**config.mk**
```make
export PLATFORM = sky130hd
export DESIGN_NAME = enemy_attack_scheduler
export DESIGN_NICKNAME = d
export VERILOG_FILES = /design/src/rtl/enemy_attack_scheduler.sv
export SDC_FILE = /design/constraint.sdc
export NUM_CORES = 1
export LEC_CHECK = 0
export CAP_MARGIN = 5
export CORE_ASPECT_RATIO = 1.1
export CORE_UTILIZATION = 48
export CTS_CLUSTER_DIAMETER = 100
export DETAILED_ROUTE_END_ITERATION = 6
export PLACE_DENSITY = 0.75
export SYNTH_ARGS = -nofsm -noshare
export SYNTH_HDL_FRONTEND = slang
export SYNTH_SLANG_ARGS = --single-unit
```
**constraint.sdc**
```tcl
create_clock -name Clk -period 1.8 [get_ports Clk]
set_clock_uncertainty 0.15 [all_clocks]
set_input_delay 0.36 -clock Clk [delete_from_list [all_inputs] [get_ports Clk]]
set_output_delay 0.36 -clock Clk [all_outputs]
set_load 0.005 [all_outputs]
```
**src/rtl/enemy_attack_scheduler.sv**
```systemverilog
// Enemy attack arbiter: round-robin grant per frame, show/cooldown pacing, HP.
// Optional ENEMY_ATTACK_HEAL_EN adds a Heal input (+20 HP per cycle, capped).
module enemy_attack_scheduler #(
  parameter int         NUM_ENEMY       = 4,
  parameter int         SHOW_FRAMES     = 4,
  parameter int         COOLDOWN_FRAMES = 8,
  parameter logic [7:0] DAMAGE          = 8'd10,
  parameter logic [7:0] HP_INIT         = 8'd100
) (
  input  logic                 Clk,
  input  logic                 Reset,
  input  logic                 frame_clk,
  input  logic [NUM_ENEMY-1:0] Attack_Req,
`ifdef ENEMY_ATTACK_HEAL_EN
  input  logic                 Heal,
`endif
  output logic [NUM_ENEMY-1:0] Attack_Grant,
  output logic [2:0]           Attack_Owner,
  output logic                 Enemy_Attack_Ready,
  output logic [7:0]           Player_HP,
  output logic                 Player_Dead
);

  typedef enum logic [1:0] {
    IDLE,
    GRANT,
    SHOW,
    COOLDOWN
  } state_t;

  localparam logic [7:0] SHOW_LAST = 8'(SHOW_FRAMES - 1);
  localparam logic [7:0] COOL_LAST = 8'(COOLDOWN_FRAMES - 1);
  localparam logic [2:0] LAST_IDX  = 3'(NUM_ENEMY - 1);

  state_t               state;
  logic [2:0]           ptr;
  logic [2:0]           winner;
  logic [7:0]           cnt;
  logic                 frame_d;
  logic                 tick;
  logic [2:0]           win;
  logic [2:0]           hi_idx;
  logic [2:0]           lo_idx;
  logic                 hi_found;
  logic [NUM_ENEMY-1:0] gvec;
  logic [7:0]           hp_dmg;
  logic [7:0]           hp_next;
`ifdef ENEMY_ATTACK_HEAL_EN
  logic [8:0]           hp_sum;
`endif

  assign Player_Dead = (Player_HP == 8'd0);

  // Lowest request at or above ptr wins; else wrap to lowest overall.
  always_comb begin
    hi_idx   = '0;
    lo_idx   = '0;
    hi_found = 1'b0;
    for (int i = NUM_ENEMY - 1; i >= 0; i--) begin
      if (Attack_Req[i]) begin
        lo_idx = 3'(i);
        if (3'(i) >= ptr) begin
          hi_idx   = 3'(i);
          hi_found = 1'b1;
        end
      end
    end
    win = hi_found ? hi_idx : lo_idx;
  end

  always_comb begin
    gvec = '0;
    for (int i = 0; i < NUM_ENEMY; i++) begin
      if (3'(i) == win) gvec[i] = 1'b1;
    end
  end

  // Damage saturates at 0 first; heal then saturates at HP_INIT.
  always_comb begin
    hp_dmg  = (Player_HP > DAMAGE) ? Player_HP - DAMAGE : 8'd0;
    hp_next = (state == GRANT) ? hp_dmg : Player_HP;
`ifdef ENEMY_ATTACK_HEAL_EN
    hp_sum = {1'b0, hp_next} + 9'd20;
    if (Heal && !Player_Dead) begin
      hp_next = (hp_sum > {1'b0, HP_INIT}) ? HP_INIT : hp_sum[7:0];
    end
`endif
  end

  always_ff @(posedge Clk) begin
    if (Reset) begin
      state              <= IDLE;
      ptr                <= '0;
      winner             <= '0;
      cnt                <= '0;
      frame_d            <= 1'b0;
      tick               <= 1'b0;
      Attack_Grant       <= '0;
      Attack_Owner       <= '0;
      Enemy_Attack_Ready <= 1'b0;
      Player_HP          <= HP_INIT;
    end else begin
      frame_d   <= frame_clk;
      tick      <= frame_clk & ~frame_d;
      Player_HP <= hp_next;
      unique case (state)
        IDLE: begin
          if (tick && (|Attack_Req) && !Player_Dead) begin
            winner       <= win;
            Attack_Grant <= gvec;
            cnt          <= '0;
            state        <= GRANT;
          end
        end
        GRANT: begin
          Attack_Grant       <= '0;
          Attack_Owner       <= winner;
          ptr                <= (winner == LAST_IDX) ? 3'd0 : winner + 3'd1;
          Enemy_Attack_Ready <= 1'b1;
          cnt                <= '0;
          state              <= SHOW;
        end
        SHOW: begin
          if (tick) begin
            if (cnt == SHOW_LAST) begin
              Enemy_Attack_Ready <= 1'b0;
              cnt                <= '0;
              state              <= COOLDOWN;
            end else begin
              cnt <= cnt + 8'd1;
            end
          end
        end
        COOLDOWN: begin
          if (tick) begin
            if (cnt == COOL_LAST) begin
              cnt   <= '0;
              state <= IDLE;
            end else begin
              cnt <= cnt + 8'd1;
            end
          end
        end
        default: state <= IDLE;
      endcase
    end
  end

endmodule

```
==> key figures <==
Outcome
  – Outcome: complete, but fails checks
  – Failing checks: design-rule violations

Placed design
  – Port Buffers: 21
  – DPL Wire Length: 2.73 mm
  – Pre-CTS setup slack: -0.486 ns
  – DP Cell Count: about 260
  – Routability congestion estimate: 0.775

STA
  – Post-route setup TNS: 0 ns
  – Max Freq: 564 MHz
  – Setup violations, final: 0
  – Worst slew margin: between 60 and 70%
  – Final period util: 98.5%
  – RSZ-0062 raised after global routing: yes
  – Least-Margin Pin Slew: ~0.52 ns
  – Final setup margin: between 0.02 and 0.03 ns
  – Final Max Tran Viols: 0
  – Min Tclk post-route: ~1.8 ns
  – Final-report hold violation count: 0

Synth
  – EDFF count, synth: 0
  – Cell taking the most area after synthesis: dfxtp_1
  – Seq/Total Area, Yosys: about 38%
  – Dominant synthesized flop cell: dfxtp_1
  – Syn avg cell area: approximately 8.6 um^2
  – Synth cell count leaders: dfxtp_1 (30), nor2_1 (22), nand2_1 (17)
  – Netlist Area Pre-Place: between 1500 and 2000 um^2
  – Fraction of registers with async set/reset: 0%
  – #FFs+latches synth: 30
  – Ys Warns: 0
  – Synth top area cells: dfxtp_1 (38%), ha_1 (5.5%), nor2_1 (5.2%)
  – Top-count cell post-synth: dfxtp_1
  – Post-Syn Instances: about 190
  – Count of cell types in the netlist: between 40 and 50
  – Synth top area share: between 30% and 40%

Finish
  – Fin nets: 255
  – Area growth, synth to finish: 45.0%
  – Final instance count without filler cells: around 280
  – ANT cells: 0
  – Final Util: 74.6%
  – Layout cell share with drive strength beyond 1: between 30% and 40%
  – Layout fillers: between 200 and 250

Route
  – First-iteration detailed-routing DRC count: between 70 and 80
  – Final wirelength: about 3.9 mm
  – Via/cell ratio: about 5.5
  – Number of remaining DRC errors: 4
  – Routed Antenna Nets: 0
  – 1st-pass router iterations: 6
  – Detailed-route wire length per cell: 14.1 um
  – Vias post-DR: 1528

CTS
  – Clock root buffer: clkbuf_4
  – Clock Pin Slew Worst Setup and Hold Paths: approximately 0.10 ns
  – Clk sinks: 30
  – H-tree Lvls: 2
  – Clock Latency Late Sink: around 0.33 ns
  – CTS Buffer Depth: 2
  – TritonCTS buffer count: 5
  – CTS tree: yes

Floorplanning
  – Die H: between 60 and 70 um
  – IO Count: 24
  – Die X-Extent: about 57 um
  – Initial Util: roughly half
  – Die area: roughly 3600 um^2
  – Core footprint: ~3100 um^2
  – Rows: 21

Global route
  – First-pass GRT wire length: roughly 6.7 mm
  – Largest net degree at the start of global routing: 29
  – Total track usage: around a quarter
  – Global route overflow: 0
  – Number of global-route vias before repair: 1544
  – Initial antenna violation count: 0

Min path
  – Worst Hold Class: reg -> reg

Pwr
  – Pleak: about 0.93 nW
  – PD cells: roughly 1100 nW/um^2
  – VDD IR-drop max: between 0.7 and 0.8 mV

Setup path
  – Critical Path Sink Type: flip-flop
  – Required @ worst endpoint: between 1.5 and 2 ns
  – Critical Path Start Type: flip-flop
  – CP arrival: ~1.9 ns
  – Critical path class: reg -> reg
  – Critical path peak fanout: 8

Job
  – Maxcap violations: 0
==> cell families (layout without fill, tap and decap cells) <==
family | Yosys count | after routing | synth area share [%]
simple gates | 82 | 82 | 27.1
compound gates | 36 | 36 | 16.6
flops | 30 | 30 | 37.6
buf+inv | 17 | 72 | 5.25
fa+ha+maj | 7 | 7 | 5.49
mux | 7 | 7 | 4.39
xor+xnor | 6 | 6 | 3.29
other cells | 1 | 2 | 0.235
==> stage by stage <==
stage / hold slack (ns) / area, um^2 / total power [W]
after detailed placement: 0.225 / 2050 / 0.00197
after global placement: 0.224 / 2050 / 0.00192
after floorplan: 0.217 / 1610 / 0.00152
after CTS: 0.238 / 2190 / 0.00242
final: 0.236 / 2310 / 0.00259
after global routing: 0.244 / 2310 / 0.00276
==> path summary, 6_finish.rpt <==
check | startpoint | endpoint | slack [ns] | depth (start not counted)
setup / recovery | state[0]$_SDFFE_PP0P_ | cnt[0]$_SDFFE_PP0P_ | 0.03 | 7
hold / removal | frame_d$_SDFF_PP0_ | tick$_SDFF_PP0_ | 0.24 | 1
setup reg to reg | state[0]$_SDFFE_PP0P_ | cnt[0]$_SDFFE_PP0P_ | 0.03 | 7
hold reg to reg | frame_d$_SDFF_PP0_ | tick$_SDFF_PP0_ | 0.24 | 1
==> power breakdown <==
group | internal [W] | switching (W) | total, W
Combinational | 0.000647 | 0.000638 | 0.00129
Sequential | 0.000778 | 0.0000985 | 0.000877
Clock | 0.000189 | 0.000240 | 0.000429
==> cell usage in the layout, fill, tap and decap left out, types with 3 or more instances in the layout <==
master           count
mux2i_1              7
inv_1                7
a21o_1               3
nor2_1              22
nand3b_1             5
a21oi_2              3
dlygate4sd2_1        9
dfxtp_2             13
clkdlybuf4s50_1      9
nand3_1             11
ha_1                 3
a21oi_4              3
buf_4               31
a31oi_1              4
a21oi_1              8
xor2_1               4
nand2_1             16
nor2b_1              4
dfxtp_1             15
buf_6                3
clkbuf_4             5
==> worst max-delay path, stage by stage (launching register included) <==
cell	delay [ns]
dfxtp_4	0.40
inv_4	0.04
ha_4	0.15
or2_4	0.25
a21oi_4	0.17
or2_4	0.22
nand2_4	0.07
o31ai_2	0.22
==> area by class of cell <==
| type | count | area [um^2] | share of cell area, % |
|---|---|---|---|
| Multi-Input combinational cell | 140 | 1070 | 46.2 |
| Timing Repair Buffer | 56 | 485 | 21.0 |
| Clock buffer | 7 | 55.1 | 2.38 |
| Inverter | 8 | 32.5 | 1.41 |
| Clock inverter | 1 | 5.00 | 0.216 |
| Tap cell | 34 | 42.5 | 1.84 |
| Sequential cell | 30 | 624 | 27.0 |
==> flip-flops by register name, summed over array words and instances, names as in the netlist <==
name	cells
Attack_Grant	4
Attack_Owner	2
Enemy_Attack_Ready	1
Player_HP	7
cnt	8
frame_d	1
ptr	2
state	2
tick	1
winner	2
==> repair_timing <==
item,CTS,global route
gates resized for setup,35,30
gates cloned,0,0
setup endpoints to repair,20,15
setup buffers,3,2
hold buffers,0,0
pin swaps,5,16
==> layer usage <==
layer	track usage [%]	routed length (um)	vias to the layer above
met3	6.00	153	6
li1	-	-	765
met4	8.84	55	0
met5	0	0	-
met2	43.4	2040	37
met1	25.5	1630	720
Note: power is estimated with default switching activity, not from simulation.
